**config.mk**
```make
export PLATFORM = sky130hd
export DESIGN_NAME = hap_sram_fetch_ctrl
export DESIGN_NICKNAME = d
export VERILOG_FILES = /design/src/rtl/hap_sram_pkg.sv /design/src/rtl/hap_sync_fifo.sv /design/src/rtl/hap_sram_fetch_ctrl.sv
export SDC_FILE = /design/constraint.sdc
export NUM_CORES = 1
export LEC_CHECK = 0
export CAP_MARGIN = 15
export CORE_MARGIN = 2
export CORE_UTILIZATION = 30
export DETAILED_ROUTE_END_ITERATION = 16
export GPL_ROUTABILITY_DRIVEN = 0
export GPL_TIMING_DRIVEN = 0
export SYNTH_ARGS = -nofsm -noshare
export SYNTH_HDL_FRONTEND = slang
export SYNTH_SLANG_ARGS = --single-unit
```
**constraint.sdc**
```tcl
create_clock -name clk -period 6 [get_ports clk]
set_input_delay 0.6 -clock clk [delete_from_list [all_inputs] [get_ports clk]]
set_output_delay 0.6 -clock clk [all_outputs]
set_load 0.02 [all_outputs]
```
**src/rtl/hap_sram_pkg.sv**
```systemverilog
// Shared constants and types for the haplotype SRAM fetch controller.
`ifndef HAP_SRAM_WORD_AMOUNT
`define HAP_SRAM_WORD_AMOUNT 64
`endif
`ifndef HAP_SRAM_BIT_PER_WORD
`define HAP_SRAM_BIT_PER_WORD 32
`endif

package hap_sram_pkg;

    localparam int WORDS  = `HAP_SRAM_WORD_AMOUNT;
    localparam int ADDR_W = $clog2(WORDS);
    localparam int DATA_W = `HAP_SRAM_BIT_PER_WORD;
    localparam int LEN_W  = ADDR_W + 1;

    // Cycles from a registered read address to data on douta, plus the issue stage.
    localparam int RD_LAT = 3;

    typedef enum logic [1:0] {
        IDLE  = 2'd0,
        FETCH = 2'd1,
        DRAIN = 2'd2,
        DONE  = 2'd3
    } fetch_state_e;

    // Number of reads currently travelling through the read-latency pipe.
    function automatic logic [2:0] pipe_count(input logic [RD_LAT-1:0] vld);
        logic [2:0] n;
        n = 3'd0;
        for (int i = 0; i < RD_LAT; i++) begin
            n = n + {2'd0, vld[i]};
        end
        return n;
    endfunction

endpackage

```
**src/rtl/hap_sync_fifo.sv**
```systemverilog
// Small synchronous FIFO with first-word-fall-through head and occupancy count.
module hap_sync_fifo #(
    parameter  int WIDTH = 33,
    parameter  int DEPTH = 8,
    localparam int PTR_W = $clog2(DEPTH),
    localparam int CNT_W = PTR_W + 1
) (
    input  logic             clk,
    input  logic             rst_n,
    input  logic             push,
    input  logic [WIDTH-1:0] push_data,
    input  logic             pop,
    output logic [WIDTH-1:0] head,
    output logic             empty,
    output logic [CNT_W-1:0] count
);

    localparam logic [CNT_W-1:0] CNT_ONE   = CNT_W'(1);
    localparam logic [CNT_W-1:0] CNT_DEPTH = CNT_W'(DEPTH);
    localparam logic [PTR_W-1:0] PTR_ONE   = PTR_W'(1);

    logic [WIDTH-1:0] mem_r [DEPTH];
    logic [PTR_W-1:0] wr_ptr_r;
    logic [PTR_W-1:0] rd_ptr_r;
    logic [CNT_W-1:0] count_r;
    logic             do_push_s;
    logic             do_pop_s;

    // Qualify requests so a stray push when full or pop when empty cannot corrupt state.
    always_comb begin
        do_push_s = push & (count_r != CNT_DEPTH);
        do_pop_s  = pop & (count_r != {CNT_W{1'b0}});
    end

    // Storage array; contents need no reset because the count gates visibility.
    always_ff @(posedge clk) begin
        if (do_push_s) begin
            mem_r[wr_ptr_r] <= push_data;
        end
    end

    // Pointers and occupancy.
    always_ff @(posedge clk or negedge rst_n) begin
        if (!rst_n) begin
            wr_ptr_r <= {PTR_W{1'b0}};
            rd_ptr_r <= {PTR_W{1'b0}};
            count_r  <= {CNT_W{1'b0}};
        end else begin
            if (do_push_s) begin
                wr_ptr_r <= wr_ptr_r + PTR_ONE;
            end
            if (do_pop_s) begin
                rd_ptr_r <= rd_ptr_r + PTR_ONE;
            end
            case ({do_push_s, do_pop_s})
                2'b10:   count_r <= count_r + CNT_ONE;
                2'b01:   count_r <= count_r - CNT_ONE;
                default: count_r <= count_r;
            endcase
        end
    end

    assign head  = mem_r[rd_ptr_r];
    assign empty = (count_r == {CNT_W{1'b0}});
    assign count = count_r;

    hap_sync_fifo_chk #(
        .DEPTH (DEPTH),
        .CNT_W (CNT_W)
    ) u_chk (
        .clk   (clk),
        .rst_n (rst_n),
        .count (count_r)
    );

endmodule

// Occupancy invariant for the FIFO.
module hap_sync_fifo_chk #(
    parameter int DEPTH = 8,
    parameter int CNT_W = 4
) (
    input logic             clk,
    input logic             rst_n,
    input logic [CNT_W-1:0] count
);

    // Occupancy must never exceed capacity.
    always_ff @(posedge clk) begin
        if (rst_n) begin
            assert (count <= CNT_W'(DEPTH)) else $error("fifo occupancy above capacity");
        end
    end

endmodule

```
**src/rtl/hap_sram_fetch_ctrl.sv**
```systemverilog
// Shares the haplotype SRAM port between host writes and a streaming read-fetch engine.
module hap_sram_fetch_ctrl
    import hap_sram_pkg::*;
#(
    parameter int FIFO_DEPTH = 8
) (
    input  logic              clk,
    input  logic              rst_n,
    input  logic              wr_valid,
    output logic              wr_ready,
    input  logic [ADDR_W-1:0] wr_addr,
    input  logic [DATA_W-1:0] wr_data,
    input  logic              cmd_valid,
    output logic              cmd_ready,
    input  logic [ADDR_W-1:0] cmd_addr,
    input  logic [LEN_W-1:0]  cmd_len,
    output logic              hap_valid,
    input  logic              hap_ready,
    output logic [DATA_W-1:0] hap_data,
    output logic              hap_last,
    output logic              done,
    output logic              busy,
    output logic              sram_wea,
    output logic [ADDR_W-1:0] sram_addra,
    output logic [DATA_W-1:0] sram_dina,
    input  logic [DATA_W-1:0] sram_douta
);

    localparam int CNT_W = $clog2(FIFO_DEPTH) + 1;
    localparam int CRD_W = CNT_W + 2;

    localparam logic [LEN_W-1:0]  LEN_ZERO  = {LEN_W{1'b0}};
    localparam logic [LEN_W-1:0]  LEN_ONE   = LEN_W'(1);
    localparam logic [ADDR_W-1:0] ADDR_ONE  = ADDR_W'(1);
    localparam logic [CRD_W-1:0]  CRD_LIMIT = CRD_W'(FIFO_DEPTH);

    fetch_state_e       state_r;
    logic [ADDR_W-1:0]  addr_r;
    logic [LEN_W-1:0]   remaining_r;
    logic               rdy_r;
    logic               done_r;
    logic               busy_r;
    logic [RD_LAT-1:0]  rd_vld_r;
    logic [RD_LAT-1:0]  rd_last_r;
    logic               sram_wea_r;
    logic [ADDR_W-1:0]  sram_addra_r;
    logic [DATA_W-1:0]  sram_dina_r;

    logic [CNT_W-1:0]   fifo_count_s;
    logic               fifo_empty_s;
    logic [DATA_W:0]    fifo_head_s;
    logic [CRD_W-1:0]   credit_used_s;
    logic               credit_ok_s;
    logic               wr_accept_s;
    logic               cmd_accept_s;
    logic               issue_s;
    logic               issue_last_s;
    logic [ADDR_W-1:0]  issue_addr_s;
    logic               pop_s;

    // Handshakes and the read-issue decision; a same-cycle pop earns no credit.
    always_comb begin
        wr_accept_s   = rdy_r & wr_valid;
        cmd_accept_s  = rdy_r & ~wr_valid & cmd_valid;
        credit_used_s = {{(CRD_W-3){1'b0}}, pipe_count(rd_vld_r)} + {2'b00, fifo_count_s};
        credit_ok_s   = (credit_used_s < CRD_LIMIT);
        pop_s         = ~fifo_empty_s & hap_ready;
        issue_s       = 1'b0;
        issue_last_s  = 1'b0;
        issue_addr_s  = addr_r;
        if (cmd_accept_s && (cmd_len != LEN_ZERO) && credit_ok_s) begin
            issue_s      = 1'b1;
            issue_last_s = (cmd_len == LEN_ONE);
            issue_addr_s = cmd_addr;
        end else if ((state_r == FETCH) && credit_ok_s) begin
            issue_s      = 1'b1;
            issue_last_s = (remaining_r == LEN_ONE);
            issue_addr_s = addr_r;
        end else begin
            issue_s      = 1'b0;
            issue_last_s = 1'b0;
            issue_addr_s = addr_r;
        end
    end

    // Registered SRAM port: a write or a read address, never both.
    always_ff @(posedge clk or negedge rst_n) begin
        if (!rst_n) begin
            sram_wea_r   <= 1'b0;
            sram_addra_r <= {ADDR_W{1'b0}};
            sram_dina_r  <= {DATA_W{1'b0}};
        end else if (wr_accept_s) begin
            sram_wea_r   <= 1'b1;
            sram_addra_r <= wr_addr;
            sram_dina_r  <= wr_data;
        end else if (issue_s) begin
            sram_wea_r   <= 1'b0;
            sram_addra_r <= issue_addr_s;
        end else begin
            sram_wea_r   <= 1'b0;
        end
    end

    // In-flight read tracker; clearing it on reset discards data still in the SRAM pipe.
    always_ff @(posedge clk or negedge rst_n) begin
        if (!rst_n) begin
            rd_vld_r  <= {RD_LAT{1'b0}};
            rd_last_r <= {RD_LAT{1'b0}};
        end else begin
            rd_vld_r  <= {rd_vld_r[RD_LAT-2:0], issue_s};
            rd_last_r <= {rd_last_r[RD_LAT-2:0], issue_s & issue_last_s};
        end
    end

    // Fetch sequencer with registered ready/done/busy outputs.
    always_ff @(posedge clk or negedge rst_n) begin
        if (!rst_n) begin
            state_r     <= IDLE;
            addr_r      <= {ADDR_W{1'b0}};
            remaining_r <= LEN_ZERO;
            rdy_r       <= 1'b0;
            done_r      <= 1'b0;
            busy_r      <= 1'b0;
        end else begin
            case (state_r)
                IDLE: begin
                    if (wr_accept_s) begin
                        rdy_r  <= 1'b1;
                        busy_r <= 1'b0;
                        done_r <= 1'b0;
                    end else if (cmd_accept_s) begin
                        rdy_r  <= 1'b0;
                        busy_r <= 1'b1;
                        if (cmd_len == LEN_ZERO) begin
                            state_r     <= DONE;
                            done_r      <= 1'b1;
                            addr_r      <= cmd_addr;
                            remaining_r <= LEN_ZERO;
                        end else if (issue_s) begin
                            done_r      <= 1'b0;
                            addr_r      <= cmd_addr + ADDR_ONE;
                            remaining_r <= cmd_len - LEN_ONE;
                            if (cmd_len == LEN_ONE) begin
                                state_r <= DRAIN;
                            end else begin
                                state_r <= FETCH;
                            end
                        end else begin
                            done_r      <= 1'b0;
                            addr_r      <= cmd_addr;
                            remaining_r <= cmd_len;
                            state_r     <= FETCH;
                        end
                    end else begin
                        rdy_r  <= 1'b1;
                        busy_r <= 1'b0;
                        done_r <= 1'b0;
                    end
                end
                FETCH: begin
                    rdy_r  <= 1'b0;
                    busy_r <= 1'b1;
                    done_r <= 1'b0;
                    if (issue_s) begin
                        addr_r      <= addr_r + ADDR_ONE;
                        remaining_r <= remaining_r - LEN_ONE;
                        if (remaining_r == LEN_ONE) begin
                            state_r <= DRAIN;
                        end else begin
                            state_r <= FETCH;
                        end
                    end else begin
                        state_r <= FETCH;
                    end
                end
                DRAIN: begin
                    rdy_r  <= 1'b0;
                    busy_r <= 1'b1;
                    if (pop_s && fifo_head_s[DATA_W]) begin
                        state_r <= DONE;
                        done_r  <= 1'b1;
                    end else begin
                        state_r <= DRAIN;
                        done_r  <= 1'b0;
                    end
                end
                DONE: begin
                    state_r <= IDLE;
                    rdy_r   <= 1'b1;
                    busy_r  <= 1'b0;
                    done_r  <= 1'b0;
                end
                default: begin
                    state_r <= IDLE;
                    rdy_r   <= 1'b0;
                    busy_r  <= 1'b0;
                    done_r  <= 1'b0;
                end
            endcase
        end
    end

    hap_sync_fifo #(
        .WIDTH (DATA_W + 1),
        .DEPTH (FIFO_DEPTH)
    ) u_fifo (
        .clk       (clk),
        .rst_n     (rst_n),
        .push      (rd_vld_r[RD_LAT-1]),
        .push_data ({rd_last_r[RD_LAT-1], sram_douta}),
        .pop       (pop_s),
        .head      (fifo_head_s),
        .empty     (fifo_empty_s),
        .count     (fifo_count_s)
    );

    // Present the FIFO head; force zeros while empty so idle outputs stay clean.
    always_comb begin
        if (fifo_empty_s) begin
            hap_data = {DATA_W{1'b0}};
            hap_last = 1'b0;
        end else begin
            hap_data = fifo_head_s[DATA_W-1:0];
            hap_last = fifo_head_s[DATA_W];
        end
    end

    assign hap_valid  = ~fifo_empty_s;
    assign wr_ready   = rdy_r;
    assign cmd_ready  = rdy_r & ~wr_valid;
    assign done       = done_r;
    assign busy       = busy_r;
    assign sram_wea   = sram_wea_r;
    assign sram_addra = sram_addra_r;
    assign sram_dina  = sram_dina_r;

endmodule

```
Yosys cells after proc, flatten, opt, wreduce, memory -nomap -nowiden --
Memories as Yosys holds them, arrays and structs flattened. Index checks and enable logic that the tools add are counted.
Word-level totals: input bits 88, register bits after elaboration 73, output and inout bits 77, logic and storage cells 108, memories 1, RAM bits 264
Memory list:
- u_fifo.mem_r | depth 8, bits a word 33, rd ports 1, clocked after memory_dff 0, write ports 1, line hap_sync_fifo.sv:22 | logic [WIDTH-1:0] mem_r [DEPTH];
Cells by class: reduce and logical (&&, ||, !) cells 16, add/sub/neg operators 11, bitwise gates (word level) 9, equal/unequal tests 11, order comparisons 1, multiplexer cells 45
Operator list (count):
- $mux 6 | 8
- $mux 7 | 5
- $mux 32 | 1
- $mux 1 | 17
- $eq 7x1->1 const B | 2
- $mux 2 | 7
- $pmux 7 s2 | 1
- $sub 7x1->7 const B | 2
- $add 6x1->6 const B | 2
- $pmux 6 s2 | 1
- $pmux 1 s3 | 3
- $pmux 2 s4 | 1
- $pmux 4 s2 | 1
- $and 1x1->1 | 7
- $logic_not 7->1 | 1
- $reduce_bool 7->1 | 1
- $add 3x1->3 const B | 2
- $eq 2x2->1 const B | 3
- $ne 2x2->1 const B | 3
- $reduce_bool 2->1 | 3
- $add 3x4->5 | 1
- $lt 5x4->1 const B | 1
- $add 4x1->4 const B | 1
- $eq 2x1->1 const B | 2
- 12 further kinds | 17

Logic depth before layout (Yosys ltp) --
depth in word-level cells 12, mapped depth 11, gate-level depth less buffers 11

By module --
Synthesis repeated with hierarchy kept, for this count alone.
Unflattened totals: cells, all modules 797, area, all modules 14323.7 sq um
Modules (own cells, without submodules):
- hap_sync_fifo | seq. area each 8177.8 sq um, times used 1, area an instance 10662.7 sq um, cells each 448
- hap_sram_fetch_ctrl | seq. area each 1576.5 sq um, times used 1, area an instance 3661.0 sq um, cells each 349

Worst setup path after synthesis --
No wires, ideal clock.
path type reg2reg, from reg u_fifo.count_r[0] (netlist: u_fifo.count[0]), to mem u_fifo.mem_r[2][0], enable pin, path buffers 0, data arrival time 4.362 ns, setup time 0.518 ns, stages on the path, launching flop included 6, clock period less this slack 4.879 ns, data required time 5.482 ns, path slack 1.121 ns, cells stage by stage dfrtp_1 nor3_1 nand2_1 and2_1 inv_1 nor4b_1
Between the ends: cells in the longest elaborated chain, start to end 4
Ends and longest elaborated chain:
- start, declared | line hap_sync_fifo.sv:25 | logic [CNT_W-1:0] count_r;
- start signal, assigned | line hap_sync_fifo.sv:47 | count_r <= {CNT_W{1'b0}};
- start signal, assigned | line hap_sync_fifo.sv:56 | 2'b10: count_r <= count_r + CNT_ONE;
- start signal, assigned | line hap_sync_fifo.sv:57 | 2'b01: count_r <= count_r - CNT_ONE;
- $ne 4x4->1 | line hap_sync_fifo.sv:31 | do_push_s = push & (count_r != CNT_DEPTH);
- $and 1x1->1 | line hap_sync_fifo.sv:31
- $mux 1 | line hap_sync_fifo.sv:37 | if (do_push_s) begin
- $mux 1 (not written as such) | line hap_sync_fifo.sv:38 | mem_r[wr_ptr_r] <= push_data;
- end, declared | line hap_sync_fifo.sv:22
No other way between the ends.

Worst setup path after layout --
from reg u_fifo.count_r[2] (netlist: u_fifo.count[2]), to out hap_data[27]
Between the ends: cells in the longest elaborated chain, start to end 2
Ends and longest elaborated chain:
- $logic_not 4->1 | line hap_sync_fifo.sv:64 | assign empty = (count_r == {CNT_W{1'b0}});
- $mux 32 | line hap_sram_fetch_ctrl.sv:219 | if (fifo_empty_s) begin
- end, declared | line hap_sram_fetch_ctrl.sv:19 | output logic [DATA_W-1:0] hap_data,
No other way between the ends.

==> run summary <==
The flow ran to the end, and the final reports show no timing, DRC or antenna violations. The logs give 0 for the buffer count from post-CTS setup fixing and 2710 ps for the register-to-register setup slack. In this run the vertical extent of the chip is 219 um.

The number of buffers inserted by port buffering was 164. The total cell area at the placement stage was 0.0167 mm^2. The root buffer cell chosen for the clock tree is sky130_fd_sc_hd__clkbuf_16. The tools report the detailed placer's ending HPWL as 23000 um. By startpoint and endpoint, the worst setup path is classified as flip-flop to output port. The synthesized design contains 337 register bits. The area share of the largest cell type after synthesis is 0.571, and the number of vias per cell is 4.81. The startpoint of the worst register-to-register path is u_fifo.count[2].

The largest family of logic cells by synthesized area is multiplexers. The most used flip-flop cell after synthesis is sky130_fd_sc_hd__edfxtp_1. In the post-synthesis netlist, the biggest area contributors are sky130_fd_sc_hd__edfxtp_1, sky130_fd_sc_hd__dfrtp_1, sky130_fd_sc_hd__mux4_2.

The number of enable-type register cells in the synthesized netlist works out to 264. Clock-pin slew was measured on the worst setup and hold paths at 60 ps. The capture point of the critical path was hap_data[27].

For the worst-skew pair, the clock arrives at the later sink with an insertion delay of 560 ps. The overall track demand over capacity in global routing was 0.142. The global-route wire length before repair was 51400 um. Summed over all failing endpoints, the final setup total negative slack is 0 ps. Number of global-route vias before repair: 8471.

The critical path depth was 4; the final routed wirelength across all metal layers was 33600 um. The switching share of total power was 0.348. The maximum number of pins on one net before global-route repair is 63.

Summed over all layers, the global routing overflow is 0. The average instance in the mapped netlist occupies 16.3 um^2. Relative to the synthesized area, the layout overhead comes to 29.4%. The instance count of the mapped netlist is 854. Once the clock tree was built, the resizer swapped 0 gates to a different size. The worst slew margin relative to its limit is 0.212.

The number of hold-repair buffers added at the cts stage is 1, and the power share of the clock group is 0.254. The run gives 0 as the number of antenna violations at the first check in global routing. Clock tree synthesis found a total of 337 sinks.

The run gives 0 as the final number of setup-violating endpoints. Setup repair after global routing left no endpoint under its margin. Worst flop-to-flop path endpoint: u_fifo.count[3]. The tools report the start point of the critical path as u_fifo.count[2].

The number of remaining DRC errors is 0. 0 antenna diodes ended up in the layout. For this run, the post-layout net count is 1202. The tools report the initial standard-cell utilization of the core as 0.305. The multiplexer share of the synthesized area came out at 0.139. The run gives 2 as the number of levels the H-tree was split into. Together, buffers and inverters on the worst path number 2. The DRC marker count from the first detailed-route iteration was 823. The tightest min-delay check is of the flip-flop to flip-flop type.

The layout cell share with drive strength beyond 1 came out at 0.172. The area share of fa/ha/maj cells after synthesis came out at 0.0182. The internal power of the cells totals 5.99 mW. The sequential cells in the finished layout cover a total of 0.00975 mm^2. TritonCTS built the clock tree. Across the routed clock network, the largest skew measured is 25.2 ps. Area share of and/or/nand/nor cells after synthesis: 0.0794. Summing over every cut layer, the via total after detailed routing is 8276. The synthesized-area fraction occupied by xor and xnor cells was 0.00882; the highest attainable clock frequency was 248 MHz.

The critical path required time was 5400 ps; the total power consumption of the routed design was 9.20 mW. In this run the count of I/O pins placed on the die edge is 165. The library cell with the largest summed area after synthesis is sky130_fd_sc_hd__edfxtp_1. The die extent in x is 219 um. The synthesized-area fraction occupied by ao, oa, aoi and oai cells works out to 0.0350. After routing the design area is 0.0180 mm^2. The share of flip-flops with an asynchronous set or reset was 0.217.

Grouping stages by cell kind, the critical path spends the most delay in simple AND/OR/NAND/NOR gates. Dividing the detail-routed wire length by the instance count gives 19.5 um. The type of element launching the critical path is a flip-flop. For this design the ratio of total power to cell area is 511 mW/mm^2. The delay of the slowest cell on the worst path was 1030 ps; the final-report max-slew violation count was 0. Counting the buffers created by CTS gives 38. Ratio of final minimum period to clock period: 0.672.

The largest fanout on the critical path works out to 10. Across the run, the number of max-cap violations was 0. IR analysis of the VDD net gives a maximum drop of 0.000304 V. The worst setup path is captured at an output port.

In this run the remaining antenna-violating nets after routing total 0. The fraction of power consumed by sequential logic is 0.345, and the site row count is 78. The filler cells instantiated in the layout total 4169. Data on the critical path arrives at its endpoint at 3430 ps.

The run gives 0.395 as the final standard cell utilization of the core. The tools report the number of hold-slack violations in the final timing report as 0. The slowest stage of the critical path is the sky130_fd_sc_hd__nor4_2 cell. The run gives 0 as the Yosys warning count. Actual transition at the worst max-transition pin: 1170 ps. The run gives 0.0456 mm^2 as the core outline area. In the layout the commonest cells are sky130_fd_sc_hd__edfxtp_1, sky130_fd_sc_hd__clkdlybuf4s50_1, sky130_fd_sc_hd__nand2_1, sky130_fd_sc_hd__dfrtp_1, sky130_fd_sc_hd__mux4_2. Final hold analysis gives a worst-case slack of 346 ps. When the netlist entered floorplanning its net count stood at 961. The part of the power in combinational logic is 0.401.

Leaving out fill and tap cells, the most frequent cell in the layout is sky130_fd_sc_hd__edfxtp_1. The number of buffers on the longest clock path is 3. Counting I/O delays and the setup requirement, the final critical path takes 4030 ps. The tools report the sequential-to-total area share from yosys stat as 0.702. The logs give 3.20 mW for the switching power total and 0.0139 mm^2 for the cell area after synthesis. The floorplan step defined a die boundary enclosing 0.0481 mm^2.

The number of unique standard cell types used by synthesis was 63. The worst register-to-register path has a depth of 10. Walking the worst path, the cells encountered are nor4_2 > clkbuf_1 > nor2_1 > clkdlybuf4s50_1. In the final layout, the multi-input gates occupy 0.00394 mm^2. The analysis attributes to cell leakage a power of 6.46 nW. For the count of TritonRoute iterations in the first routing pass, the log shows 5.
cells in the mapped netlist, types with 3 or more instances:
cell type	n
sky130_fd_sc_hd__nand4_1	3
sky130_fd_sc_hd__o221a_2	4
sky130_fd_sc_hd__and2_1	3
sky130_fd_sc_hd__inv_1	18
sky130_fd_sc_hd__buf_1	8
sky130_fd_sc_hd__nor2b_1	3
sky130_fd_sc_hd__clkbuf_1	19
sky130_fd_sc_hd__mux2i_1	40
sky130_fd_sc_hd__a21oi_1	13
sky130_fd_sc_hd__edfxtp_1	264
sky130_fd_sc_hd__a31oi_1	4
sky130_fd_sc_hd__a211oi_1	5
sky130_fd_sc_hd__dfrtp_1	73
sky130_fd_sc_hd__or3_1	6
sky130_fd_sc_hd__o22ai_1	4
sky130_fd_sc_hd__nor3_1	11
sky130_fd_sc_hd__nor3b_1	4
sky130_fd_sc_hd__ha_1	17
sky130_fd_sc_hd__a21o_1	4
sky130_fd_sc_hd__nand3_1	14
sky130_fd_sc_hd__a32oi_1	3
sky130_fd_sc_hd__nand2_1	129
sky130_fd_sc_hd__nor2_1	57
sky130_fd_sc_hd__mux4_2	66
sky130_fd_sc_hd__nor4_1	6
sky130_fd_sc_hd__buf_2	12
sky130_fd_sc_hd__xnor2_1	10
sky130_fd_sc_hd__nand2b_1	3
sky130_fd_sc_hd__xor2_1	4
sky130_fd_sc_hd__o21ai_0	6
cell type report:
type / count / share of cell area
Sequential cell: 337 / 0.542
Clock buffer: 45 / 0.0555
Inverter: 19 / 0.00397
Clock inverter: 22 / 0.0136
Buffer: 40 / 0.00960
Tap cell: 600 / 0.0417
Timing Repair Buffer: 201 / 0.114
Multi-Input combinational cell: 458 / 0.219
power groups by stage:
stage               Clock, mW  Sequential (mW)  Combinational [mW]
floorplan                   0             3.34                2.06
global placement            0             3.24                3.62
detailed placement          0             3.22                3.74
CTS                      2.40             3.18                3.76
global route             2.49             3.22                4.01
finish                   2.33             3.18                3.69
routing by layer:
layer	GRT usage	wire, um	up-vias
li1	-	-	3750
met1	0.196	15200	4226
met2	0.226	15800	254
met3	0.0322	1990	46
met4	0.0372	618	0
met5	0	0	-
logic make-up (layout without fill, tap and decap cells):
kind of cell,count (synthesis),count (layout)
flops,337,337
xor+xnor,14,14
mux,110,110
simple gates,250,250
fa+ha+maj,19,19
buf+inv,59,327
compound gates,65,65
per-stage QoR:
step           std cells  setup slack, ps
2_1_floorplan        854             1120
3_3_place_gp        1618            -3080
3_5_place_dp        1654             2480
4_1_cts             1722             1880
5_1_grt             1722             1790
6_report            1722             1970
sequential cells by signal, summed over array words and instances (netlist names):
name             count
addr_r               6
busy                 1
done                 1
rd_last_r            3
rd_vld_r             3
remaining_r          7
sram_addra           6
sram_dina           32
sram_wea             1
state_r              2
u_fifo.count         4
u_fifo.mem_r       264
u_fifo.rd_ptr_r      3
u_fifo.wr_ptr_r      3
wr_ready             1
worst min-delay path by stage:
stage / slack (ps) / startpoint / cells past startpoint / end
3_5_place_dp: 330 / rd_last_r[1] / 0 / rd_last_r[2]
2_1_floorplan: 300 / rst_n / 0 / addr_r[0]
4_1_cts: 350 / rd_last_r[1] / 0 / rd_last_r[2]
3_3_place_gp: 330 / rd_last_r[1] / 0 / rd_last_r[2]
6_report: 350 / rd_last_r[1] / 0 / rd_last_r[2]
5_1_grt: 370 / rd_last_r[1] / 0 / rd_last_r[2]
(Power assumes the default switching activity.)
